--- src/rtl/voltage_convert_multi.sv ---
// Multi-channel averaging ADC-to-voltage converter with interpolated calibration.
// Four-stage pipeline: accumulate, scale to volts x100, pick calibration, apply and clamp.
module voltage_convert_multi #(
    parameter int unsigned ADC_W      = 8,
    parameter int unsigned NUM_CH     = 4,
    parameter int unsigned CH_W       = 2,
    parameter int unsigned AVG_LOG2   = 2,
    parameter int unsigned VREF       = 500,
    parameter int unsigned SCALE_BASE = 100,
    parameter int unsigned SCALE_MIN  = 132,
    parameter int unsigned SCALE_MAX  = 133,
    parameter int unsigned V_MIN      = 100,
    parameter int unsigned V_MAX      = 500,
    parameter int unsigned OUT_W      = 16
) (
    input  logic             clk,
    input  logic             rst,
    input  logic [ADC_W-1:0] adc_data,
    input  logic [CH_W-1:0]  adc_ch,
    input  logic             adc_valid,
    input  logic             acc_clear,
    output logic [OUT_W-1:0] voltage,
    output logic [CH_W-1:0]  volt_ch,
    output logic             volt_valid,
    output logic             volt_sat,
    output logic             ch_err
);

    localparam int unsigned ACC_W      = ADC_W + AVG_LOG2;
    localparam int unsigned CNT_W      = (AVG_LOG2 > 0) ? AVG_LOG2 : 1;
    localparam int unsigned RAW_W      = $clog2(VREF + 1);
    localparam int unsigned SCALE_TOP  = (SCALE_MAX > SCALE_MIN) ? SCALE_MAX : SCALE_MIN;
    localparam int unsigned SCALE_W    = $clog2(SCALE_TOP + 1);
    localparam int unsigned FULL_SCALE = 32'((64'd1 << ADC_W) - 64'd1);
    localparam int unsigned OUT_MAX    = 32'((64'd1 << OUT_W) - 64'd1);
    localparam logic [CNT_W-1:0] CNT_LAST = CNT_W'((64'd1 << AVG_LOG2) - 64'd1);

    // Stage 0 state: per-channel running sums and sample counts
    logic [ACC_W-1:0] acc [NUM_CH];
    logic [CNT_W-1:0] cnt [NUM_CH];

    logic             s1_valid, s2_valid, s3_valid;
    logic [ACC_W-1:0] s1_sum;
    logic [CH_W-1:0]  s1_ch, s2_ch, s3_ch;
    logic [RAW_W-1:0] s2_raw, s3_raw;
    logic [SCALE_W-1:0] s3_scale;

    logic             ch_ok_c;
    logic [CH_W-1:0]  ch_idx_c;
    logic [ACC_W-1:0] sum_c;
    logic [31:0]      avg_c;
    logic [31:0]      raw_c;
    logic [31:0]      raw2_c;
    logic [31:0]      scale_c;
    logic [31:0]      prod_c;
    logic             sat_c;

    // Channel decode; out-of-range tags are steered to index 0 but never written
    always_comb begin
        ch_ok_c  = 1'b0;
        ch_idx_c = '0;
        sum_c    = '0;
        ch_ok_c  = (32'(adc_ch) < NUM_CH);
        ch_idx_c = ch_ok_c ? adc_ch : '0;
        sum_c    = acc[ch_idx_c] + ACC_W'(adc_data);
    end

    // Stage 0: accumulate; a block completes when the last sample of 2^AVG_LOG2 arrives
    always_ff @(posedge clk) begin
        if (rst) begin
            for (int unsigned i = 0; i < NUM_CH; i++) begin
                acc[i] <= '0;
                cnt[i] <= '0;
            end
            s1_valid <= 1'b0;
            s1_sum   <= '0;
            s1_ch    <= '0;
            ch_err   <= 1'b0;
        end else begin
            s1_valid <= 1'b0;
            if (adc_valid && !ch_ok_c) begin
                ch_err <= 1'b1;
            end
            if (acc_clear) begin
                for (int unsigned i = 0; i < NUM_CH; i++) begin
                    acc[i] <= '0;
                    cnt[i] <= '0;
                end
            end else if (adc_valid && ch_ok_c) begin
                if (cnt[ch_idx_c] == CNT_LAST) begin
                    acc[ch_idx_c] <= '0;
                    cnt[ch_idx_c] <= '0;
                    s1_sum        <= sum_c;
                    s1_ch         <= adc_ch;
                    s1_valid      <= 1'b1;
                end else begin
                    acc[ch_idx_c] <= sum_c;
                    cnt[ch_idx_c] <= cnt[ch_idx_c] + CNT_W'(1);
                end
            end
        end
    end

    // Stage 1 math: average then map to volts x100 against full scale
    always_comb begin
        avg_c = '0;
        raw_c = '0;
        avg_c = 32'(s1_sum >> AVG_LOG2);
        raw_c = (avg_c * VREF) / FULL_SCALE;
    end

    always_ff @(posedge clk) begin
        if (rst) begin
            s2_valid <= 1'b0;
            s2_raw   <= '0;
            s2_ch    <= '0;
        end else begin
            s2_valid <= s1_valid;
            s2_raw   <= RAW_W'(raw_c);
            s2_ch    <= s1_ch;
        end
    end

    // Stage 2 math: clamp outside [V_MIN, V_MAX], linear interpolation inside
    always_comb begin
        raw2_c  = 32'(s2_raw);
        scale_c = SCALE_MIN;
        if (raw2_c <= V_MIN) begin
            scale_c = SCALE_MIN;
        end else if (raw2_c >= V_MAX) begin
            scale_c = SCALE_MAX;
        end else begin
            scale_c = SCALE_MIN + ((raw2_c - V_MIN) * (SCALE_MAX - SCALE_MIN)) / (V_MAX - V_MIN);
        end
    end

    always_ff @(posedge clk) begin
        if (rst) begin
            s3_valid <= 1'b0;
            s3_raw   <= '0;
            s3_scale <= '0;
            s3_ch    <= '0;
        end else begin
            s3_valid <= s2_valid;
            s3_raw   <= s2_raw;
            s3_scale <= SCALE_W'(scale_c);
            s3_ch    <= s2_ch;
        end
    end

    // Stage 3 math: apply calibration; a zero raw value yields zero naturally
    always_comb begin
        prod_c = '0;
        sat_c  = 1'b0;
        prod_c = (32'(s3_raw) * 32'(s3_scale)) / SCALE_BASE;
        sat_c  = (prod_c > OUT_MAX);
    end

    // Output register: result fields hold between strobes
    always_ff @(posedge clk) begin
        if (rst) begin
            voltage    <= '0;
            volt_ch    <= '0;
            volt_valid <= 1'b0;
            volt_sat   <= 1'b0;
        end else begin
            volt_valid <= s3_valid;
            if (s3_valid) begin
                voltage  <= sat_c ? OUT_W'(OUT_MAX) : OUT_W'(prod_c);
                volt_ch  <= s3_ch;
                volt_sat <= sat_c;
            end
        end
    end

endmodule
--- config.mk ---
export PLATFORM = sky130hd
export DESIGN_NAME = voltage_convert_multi
export DESIGN_NICKNAME = d
export VERILOG_FILES = /design/src/rtl/voltage_convert_multi.sv
export SDC_FILE = /design/constraint.sdc
export NUM_CORES = 1
export LEC_CHECK = 0
export BUFFER_PORTS_ARGS = -buffer_cell sky130_fd_sc_hd__buf_2
export CORE_ASPECT_RATIO = 0.9
export CORE_MARGIN = 10
export CORE_UTILIZATION = 30
export DETAILED_ROUTE_END_ITERATION = 10
export MAX_ROUTING_LAYER = met4
export SYNTH_ARGS = -nofsm -noshare
export SYNTH_HDL_FRONTEND = slang
export SYNTH_SLANG_ARGS = --single-unit
--- constraint.sdc ---
create_clock -name clk -period 13.14 [get_ports clk]
set_clock_uncertainty 0.2 [all_clocks]
set_input_delay 2.628 -clock clk [delete_from_list [all_inputs] [get_ports clk]]
set_output_delay 2.628 -clock clk [all_outputs]
set_load 0.01 [all_outputs]
==> impl_metrics.py, run 1 <==
metrics = {
    "routing": {
        "drt_first_pass_iters": 5,
        "antenna_left": 0,
        "route.detailed.drc": 0,
        "drt_iter0_drc": 1034,
        "wl_per_cell_um": 15.8,
        "num_vias": 11868,
        "vias_per_cell": 5.48,
        "wl_um": 34200,
    },
    "floorplanning": {
        "die_x_um": 242,
        "pin_count": 35,
        "rows": 72,
        "core_um2": 43300,
        "dieHeight_um": 219,
        "start_util_pct": 30.6,
        "die-area_um2": 53000,
    },
    "clocking": {
        "cts_tree": "yes",
        "clock_latency_ps": 360,
        "cts_htree_levels": 3,
        "clock-root-buffer": "clkbuf_16",
        "path_clk_slew_ps": 80,
        "cts_buffers": 9,
        "cts_sinks": 105,
        "cts_buffer_depth": 2,
    },
    "grt": {
        "grt_antenna_before_repair": 0,
        "grt_start_max_net_pins": 51,
        "grt_pass1_vias": 11392,
        "grt_pass1_wl_um": 57300,
        "grt_use_total_pct": 13.0,
        "overflow": 0,
    },
    "placement": {
        "port_buffers": 27,
        "routabilityCongestion": 0.900,
        "place_hpwl_um": 26600,
    },
    "timing": {
        "tightest_slew_ps": 1170,
        "setup_tns_ps": 0,
        "report.final.slew_viol_count": 0,
        "slew_headroom_pct": 22.2,
        "period_share_pct": 94.2,
        "clock.fmax_mhz": 80.8,
        "hold_viol": 0,
        "rsz0062_at_grt": "no",
        "finalSetupViolCount": 0,
        "min_period_ps": 12380,
    },
    "logic_synthesis": {
        "yosysSeqAreaShare_pct": 19.5,
        "ys_warn_count": 0,
        "yosys_most_used_dff": "dfxtp_1",
        "synthArstFlopShare_pct": 0,
        "synth_cells": 1581,
        "synth_area_um2": 13300,
        "avgSynthCellArea_um2": 8.38,
        "ys_types": 113,
        "synth-seq-cells": 105,
        "synth_edf_count": 48,
    },
    "finish": {
        "finalNetCount": 1738,
        "most-common-layout-cells": "165 x nor2_1, 149 x nand2_1, 105 x inv_1",
        "n_fill_cell": 4538,
        "syn2layout_area_growth_pct": 7.22,
        "final_common_cell": "nor2_1",
        "layout-drive-gt1-share_pct": 8.51,
        "final_core_util_pct": 32.8,
        "diodes": 0,
    },
    "worst_setup_path": {
        "max_stage_delay_ps": 730,
        "r2r-start": "s1_sum[3]",
        "crit_path_top_delay_cell": "nor2_1",
        "required_ps": 13210,
        "cp-start-kind": "flop",
        "critPathMostFrequentCell": "fa_1",
        "crit_arrival_ps": 12440,
        "endpoint_kind": "flop",
        "startpoint": "s1_sum[3]",
        "worstPathMaxFanout": 14,
        "worstSetupPathType": "flop to flop",
    },
    "power": {
        "p_leak_uw": 0.00572,
        "powerDensity_nw_per_um2": 53.9,
        "power.total_uw": 766,
        "vdd_drop_max_mv": 0.0745,
    },
    "status": {
        "status": "finished clean",
    },
    "job": {
        "maxCapViolations": 0,
    },
    "hold_path": {
        "min_from": "s2_ch[1]",
        "min_path_type": "flop to flop",
    },
}
[what timing repair did]
item / CTS / global route
setup endpoints to repair: 0 / 1
gates resized for setup: 0 / 1
buffers inserted: 0 / 0
hold buffers: 0 / 0
[metrics by stage]
stage	area, um2	cells	setup WS (ps)	hold slack [ps]
after floorplan	13300	1591	2950	214
after global placement	13900	2151	1120	216
after detailed placement	13900	2151	888	222
after CTS	14200	2167	837	241
after global routing	14200	2167	7.52	264
final	14200	2167	763	237
[report_power, final]
group	internal, uW	switching [uW]	leakage (uW)	total [uW]
combinational	47.6	83.8	0.00457	131
sequential	350	5.59	0.000997	355
clock	137	142	0.000152	280
total	535	232	0.00572	766
[cell usage after synthesis (all sizes together), types with 12 or more instances]
| library cell | instances | share of area (%) |
|---|---|---|
| o211ai | 21 | 1.4 |
| and3 | 20 | 0.98 |
| nor2b | 25 | 1.2 |
| mux2i | 31 | 2.4 |
| nor2 | 168 | 4.9 |
| o2111ai | 12 | 0.79 |
| mux4 | 12 | 2.0 |
| buf | 34 | 1.5 |
| ha | 89 | 8.4 |
| nor4 | 19 | 1.2 |
| and2 | 44 | 2.1 |
| o31ai | 14 | 0.79 |
| nand4 | 24 | 1.1 |
| nand3 | 44 | 1.7 |
| edfxtp | 48 | 11 |
| a211oi | 29 | 1.8 |
| a21oi | 83 | 3.2 |
| a21o | 23 | 1.3 |
| xor2 | 22 | 1.5 |
| o21ai | 63 | 2.4 |
| xnor2 | 45 | 3.1 |
| clkbuf | 31 | 0.89 |
| a31oi | 21 | 1.0 |
| or3 | 13 | 0.61 |
| o21a | 18 | 1.1 |
| or2 | 15 | 0.71 |
| fa | 65 | 9.8 |
| inv | 106 | 3.0 |
| nand2 | 150 | 4.3 |
| dfxtp | 57 | 8.6 |
| nor3 | 40 | 1.7 |
| nand2b | 14 | 0.66 |
[final cells by class]
class                           instances  area (um2)  share of cell area (%)
Multi-Input combinational cell       1315       10000                    70.3
Sequential cell                       105        2580                    18.2
Tap cell                              592         741                    5.21
Inverter                              106         398                    2.80
Clock buffer                            9         225                    1.58
Timing Repair Buffer                   33         180                    1.27
Clock inverter                          7        88.8                   0.625
[flip-flops by register name, summed over array words and instances (netlist names)]
name        cells
s1_valid        1
volt_valid      1
cnt             8
s2_valid        1
s3_scale        8
s3_ch           2
voltage        11
acc            40
s1_ch           2
s2_raw          9
s3_valid        1
s1_sum          8
s2_ch           2
volt_ch         2
s3_raw          9
[path summary, 6_finish.rpt]
| path | end | slack (ps) | depth (start not counted) |
|---|---|---|---|
| setup / recovery | s2_raw[0] | 760 | 34 |
| hold / removal | s3_ch[1] | 240 | 1 |
| hold reg to reg | s3_ch[1] | 240 | 1 |
| setup reg to reg | s2_raw[0] | 760 | 34 |
[worst max-delay path, delay by kind of cell, from the launching register on]
family          cells  cell delay, ps
simple gates       12            3640
fa+ha+maj           6            2500
flops               1             610
buf+inv             2             140
xor+xnor            2            1130
compound gates     10            3470
mux                 2             550
[cells by family after synthesis]
kind of cell | Yosys count | share of synthesized area (%)
DFF | 105 | 19.5
and+or+nand+nor | 610 | 23.1
buffers and inverters | 171 | 5.41
muxes | 50 | 5.03
adders and majority gates | 160 | 18.7
xor gates and xnor gates | 67 | 4.60
AOI/OAI and AO/OA | 417 | 23.7
other | 1 | 0.0283
[routing by layer]
| layer | vias up | wire (um) | global-route usage, % |
|---|---|---|---|
| met3 | 22 | 1800 | 1.85 |
| li1 | 5786 | - | - |
| met1 | 5703 | 16500 | 17.5 |
| met2 | 357 | 15700 | 20.7 |
| met5 | - | 0 | - |
| met4 | 0 | 231 | 1.56 |
Power figures use the tool's default switching activity.
==> run 2: changes to the inputs <==
--- a/config.mk
+++ b/config.mk
@@ -7,10 +7,11 @@
 export LEC_CHECK = 0
 export BUFFER_PORTS_ARGS = -buffer_cell sky130_fd_sc_hd__buf_2
 export CORE_ASPECT_RATIO = 0.9
-export CORE_MARGIN = 10
+export CORE_MARGIN = 2
 export CORE_UTILIZATION = 30
 export DETAILED_ROUTE_END_ITERATION = 10
 export MAX_ROUTING_LAYER = met4
+export REMOVE_ABC_BUFFERS = 1
 export SYNTH_ARGS = -nofsm -noshare
 export SYNTH_HDL_FRONTEND = slang
 export SYNTH_SLANG_ARGS = --single-unit
==> impl_metrics.py, run 2 (synthesis gave the netlist of run 1 again) <==
metrics = {
    "worst_setup_path": {
        "worstSetupPathType": "flop to flop",
        "r2r.worst_path.cells": 35,
        "crit_path_top_delay_cell": "nor2_1",
        "max_stage_delay_ps": 730,
        "required_ps": 13190,
        "endpoint_kind": "flop",
        "r2r-end": "s2_raw[0]",
        "cp-start-kind": "flop",
        "worstPathMaxFanout": 14,
        "critPathMostFrequentCell": "ha_1",
        "crit_arrival_ps": 12330,
        "timing.reg2reg.setup_slack_ps": 860,
        "startpoint": "s1_sum[3]",
        "r2r-start": "s1_sum[3]",
    },
    "placement": {
        "pre_cts_ws_ps": 928,
        "routabilityCongestion": 0.897,
        "place_hpwl_um": 26700,
        "port_buffers": 27,
        "placed_cells": 2161,
    },
    "finish": {
        "multiInputGateArea_um2": 10000,
        "largest_reg_flops": 40,
        "layout-drive-gt1-share_pct": 8.50,
        "top_regs": "acc: 40 flops, voltage: 11 flops",
        "max_flop_register": "acc",
        "n_fill_cell": 4657,
        "final_common_cell": "nor2_1",
        "diodes": 0,
        "syn2layout_area_growth_pct": 7.09,
        "finalNetCount": 1740,
        "seqCellArea_um2": 2580,
        "most-common-layout-cells": "165 x nor2_1, 149 x nand2_1, 105 x inv_1",
        "final_cells": 2177,
    },
    "timing": {
        "setup_tns_ps": 0,
        "tightest_slew_ps": 1050,
        "clock.fmax_mhz": 81.4,
        "setup_ws_ps": 861,
        "hold_viol": 0,
        "min_period_ps": 12280,
        "rsz0062_at_grt": "no",
        "period_share_pct": 93.4,
        "slew_headroom_pct": 29.9,
        "finalSetupViolCount": 0,
        "report.final.slew_viol_count": 0,
    },
    "routing": {
        "vias_per_cell": 5.45,
        "num_vias": 11870,
        "drt_first_pass_iters": 5,
        "wl_per_cell_um": 15.9,
        "drt_iter0_drc": 1123,
        "antenna_left": 0,
        "wl_um": 34700,
        "route.detailed.drc": 0,
    },
    "hold_path": {
        "min_from": "s2_ch[1]",
        "worstHoldPathCells": 1,
        "min_path_type": "flop to flop",
        "holdPathEnd": "s3_ch[1]",
    },
    "clocking": {
        "cts_htree_levels": 3,
        "postCtsSetupBuffers": 0,
        "clock_latency_ps": 370,
        "cts_buffers": 9,
        "cts_buffer_depth": 2,
        "cts-resized-gates": 0,
        "path_clk_slew_ps": 80,
        "cts_hold_buf": 0,
        "cts_sinks": 105,
        "clock-root-buffer": "clkbuf_16",
        "cts_tree": "yes",
    },
    "grt": {
        "grt.met3_usage_pct": 1.90,
        "grt_antenna_before_repair": 0,
        "grt_use_total_pct": 15.6,
        "grt_start_max_net_pins": 51,
        "use_met2_pct": 24.1,
        "overflow": 0,
        "grt.busiest_layer": "met2",
        "grt_pass1_wl_um": 57900,
        "grt_pass1_vias": 11454,
        "grt_use_met1_pct": 22.2,
    },
    "floorplanning": {
        "core_um2": 43900,
        "pin_count": 35,
        "dieHeight_um": 203,
        "die-area_um2": 45900,
        "rows": 73,
        "die_x_um": 226,
        "start_util_pct": 30.2,
    },
    "job": {
        "maxCapViolations": 0,
    },
    "power": {
        "p_leak_uw": 0.00572,
        "powerDensity_nw_per_um2": 53.0,
        "vdd_drop_max_mv": 0.0821,
    },
    "status": {
        "status": "finished clean",
    },
}
[run 2: cell types whose count changed in the layout (fill, tap and decap cells not counted)]
cell      change
clkinv_8      -3
buf_4         +2
clkbuf_1      +2
clkinv_2      +2
clkinv_4      -1
inv_6         +1
inv_8         -1
[run 2: critical path, delay by kind of cell, from the launching register on]
kind,cells,cell delay (ps)
AO/OA/AOI/OAI,10,3310
multiplexers,2,550
AND/OR/NAND/NOR,12,3720
buffers and inverters,3,340
XOR/XNOR,2,1110
adder cells (fa/ha/maj),6,2320
flip-flops,1,590
[run 2: through the flow]
| stage | area (um2) | power (uW) | hold slack, ps | utilization [%] |
|---|---|---|---|---|
| 3_5_place_dp | 13900 | 495 | 234 | 31.7 |
| 2_1_floorplan | 13000 | 457 | 214 | - |
| 5_1_grt | 14200 | 786 | 269 | 32.3 |
| 4_1_cts | 14200 | 760 | 253 | 32.3 |
| 3_3_place_gp | 13900 | 492 | 221 | 31.7 |
| 6_report | 14200 | 753 | 246 | 32.3 |
[run 2: power by group]
group	internal (uW)	total (uW)	switching [uW]
combinational	47.9	133	85.1
clock	131	265	133
sequential	350	355	5.52
total	529	753	224
[run 2: cell type report]
type | count | area share, %
Timing Repair Buffer | 35 | 1.37
Inverter | 106 | 2.80
Clock inverter | 5 | 0.273
Multi-Input combinational cell | 1315 | 70.4
Tap cell | 600 | 5.29
Sequential cell | 105 | 18.2
Clock buffer | 11 | 1.64
[run 2: how the worst max path moves through the flow]
stage | endpoint | slack (ps) | depth (start not counted)
after floorplan | s2_raw[0] | 2560 | 33
after global placement | s2_raw[0] | 1030 | 34
after detailed placement | s2_raw[0] | 930 | 36
after CTS | s2_raw[0] | 900 | 36
after global routing | s2_raw[0] | 2 | 35
final | s2_raw[0] | 860 | 35
[run 2: routing by layer]
layer  vias up  part of all wire [%]
met5         -                     0
met4         0                  0.75
met3        22                   4.4
met2       300                    45
met1      5757                    50
li1       5791                     -
==> run 3: changes to the inputs <==
--- a/config.mk
+++ b/config.mk
@@ -5,13 +5,14 @@
 export SDC_FILE = /design/constraint.sdc
 export NUM_CORES = 1
 export LEC_CHECK = 0
-export BUFFER_PORTS_ARGS = -buffer_cell sky130_fd_sc_hd__buf_2
+export BUFFER_PORTS_ARGS = -buffer_cell sky130_fd_sc_hd__buf_4
 export CORE_ASPECT_RATIO = 0.9
 export CORE_MARGIN = 2
 export CORE_UTILIZATION = 30
 export DETAILED_ROUTE_END_ITERATION = 10
 export MAX_ROUTING_LAYER = met4
 export REMOVE_ABC_BUFFERS = 1
+export SKIP_CTS_REPAIR_TIMING = 1
 export SYNTH_ARGS = -nofsm -noshare
 export SYNTH_HDL_FRONTEND = slang
 export SYNTH_SLANG_ARGS = --single-unit
==> impl_metrics.py, run 3 (synthesis gave the netlist of run 1 again) <==
metrics = {
    "clocking": {
        "cts_tree": "yes",
        "cts_buffer_depth": 2,
        "path_clk_slew_ps": 70,
        "cts_sinks": 105,
        "clock_latency_ps": 350,
        "cts_htree_levels": 3,
        "cts_buffers": 9,
        "clock-root-buffer": "clkbuf_16",
    },
    "placement": {
        "port_buffers": 27,
        "place_hpwl_um": 26600,
        "routabilityCongestion": 0.890,
    },
    "timing": {
        "tightest_slew_ps": 1040,
        "clock.fmax_mhz": 83.1,
        "report.final.slew_viol_count": 0,
        "rsz0062_at_grt": "no",
        "period_share_pct": 91.6,
        "finalSetupViolCount": 0,
        "holdWs_ps": 243,
        "slew_headroom_pct": 30.8,
        "hold_viol": 0,
        "setup_tns_ps": 0,
        "min_period_ps": 12030,
    },
    "finish": {
        "diodes": 0,
        "final_core_util_pct": 32.5,
        "largest_reg_flops": 40,
        "syn2layout_area_growth_pct": 7.81,
        "top_regs": "acc: 40 flops, voltage: 11 flops",
        "layout-drive-gt1-share_pct": 8.43,
        "max_flop_register": "acc",
        "final_common_cell": "nor2_1",
        "finalNetCount": 1741,
        "most-common-layout-cells": "165 x nor2_1, 149 x nand2_1, 105 x inv_1",
    },
    "worst_setup_path": {
        "crit_path_top_delay_cell": "nor2_1",
        "worstPathMaxFanout": 14,
        "r2r.worst_path.cells": 33,
        "worstSetupPathType": "flop to flop",
        "r2r-start": "s1_sum[8]",
        "required_ps": 13200,
        "r2r-end": "s2_raw[0]",
        "timing.reg2reg.setup_slack_ps": 1110,
        "cp-start-kind": "flop",
        "endpoint_kind": "flop",
        "crit_arrival_ps": 12090,
        "max_stage_delay_ps": 670,
    },
    "power": {
        "p_sw_uw": 220,
        "p_leak_uw": 0.00574,
        "clkPwrFrac_pct": 36.4,
        "vdd_drop_max_mv": 0.0734,
        "pwr-share-seq_pct": 46.2,
        "switching_share_pct": 28.6,
        "pwr-share-comb_pct": 17.4,
        "powerDensity_nw_per_um2": 53.8,
        "p_int_uw": 549,
    },
    "floorplanning": {
        "pin_count": 35,
        "rows": 73,
        "start_util_pct": 30.2,
        "dieHeight_um": 203,
        "die_x_um": 226,
        "core_um2": 43900,
        "die-area_um2": 45900,
    },
    "status": {
        "status": "finished clean",
    },
    "hold_path": {
        "holdPathEnd": "s3_ch[0]",
        "min_path_type": "flop to flop",
        "worstHoldPathCells": 1,
        "min_from": "s2_ch[0]",
    },
    "grt": {
        "grt_use_total_pct": 15.5,
        "grt_start_max_net_pins": 51,
        "grt_pass1_vias": 11660,
        "overflow": 0,
        "grt_antenna_before_repair": 0,
        "grt_pass1_wl_um": 58000,
    },
    "routing": {
        "antenna_left": 0,
        "wl_per_cell_um": 15.7,
        "wl_um": 34200,
        "drt_iter0_drc": 1069,
        "num_vias": 11836,
        "route.detailed.drc": 0,
        "drt_first_pass_iters": 7,
        "vias_per_cell": 5.43,
    },
    "job": {
        "maxCapViolations": 0,
    },
}
## run 3: cell count changes in the layout (fill, tap and decap cells not counted)
| cell | change |
|---|---|
| buf_2 | -27 |
| buf_4 | +28 |
| bufinv_16 | +1 |
| clkinv_1 | +1 |
| clkinv_2 | -2 |
| clkinv_4 | +1 |
| inv_6 | -1 |
| o21bai_1 | +1 |
| o21bai_2 | -1 |
## run 3: how the worst max path moves through the flow
| stage | startpoint | end | depth (start not counted) |
|---|---|---|---|
| finish | s1_sum[8] | s2_raw[0] | 33 |
| global placement | s1_sum[8] | s2_raw[0] | 33 |
| detailed placement | s1_sum[8] | s2_raw[0] | 33 |
| floorplan | s1_sum[3] | s2_raw[0] | 33 |
| CTS | s1_sum[8] | s2_raw[0] | 33 |
| global route | s1_sum[8] | s2_raw[0] | 34 |
## run 3: layer usage
| metal | track usage, % | vias to the layer above | share of wire (%) |
|---|---|---|---|
| met2 | 24.6 | 271 | 45 |
| li1 | - | 5803 | - |
| met1 | 21.6 | 5731 | 50 |
| met5 | - | - | 0 |
| met3 | 1.96 | 31 | 3.9 |
| met4 | 2.27 | 0 | 0.80 |
## run 3: area by class of cell
class                   instances  area [um2]
clock buffers                  11         233
inverters                     106         398
fillers                      4582       29600
repair buffers                 36         270
well taps                     600         751
flip-flops and latches        105        2580
multi-input cells            1315        9990
clock inverters                 5        62.6
## run 3: worst max-delay path, delay by kind of cell (launching register included)
| family | cells | cell delay [ps] |
|---|---|---|
| mux | 2 | 550 |
| xor+xnor | 2 | 1050 |
| compound gates | 13 | 4070 |
| simple gates | 10 | 2940 |
| fa+ha+maj | 6 | 2500 |
| flops | 1 | 620 |
## run 3: per-stage QoR
stage	cell area (um2)	cells	setup slack, ps	total power (uW)
5_1_grt	14300	2178	157	806
4_1_cts	14300	2178	1130	777
6_report	14300	2178	1110	769
3_5_place_dp	14000	2162	1170	496
2_1_floorplan	13000	1526	2560	457
3_3_place_gp	14000	2162	1400	493
## run 3: power groups by stage
| stage | Combinational (uW) | Sequential (uW) | Clock [uW] |
|---|---|---|---|
| 2_1_floorplan | 96.2 | 361 | 0 |
| 3_3_place_gp | 131 | 362 | 0 |
| 3_5_place_dp | 133 | 363 | 0 |
| 4_1_cts | 134 | 356 | 288 |
| 5_1_grt | 150 | 357 | 299 |
| 6_report | 134 | 355 | 280 |
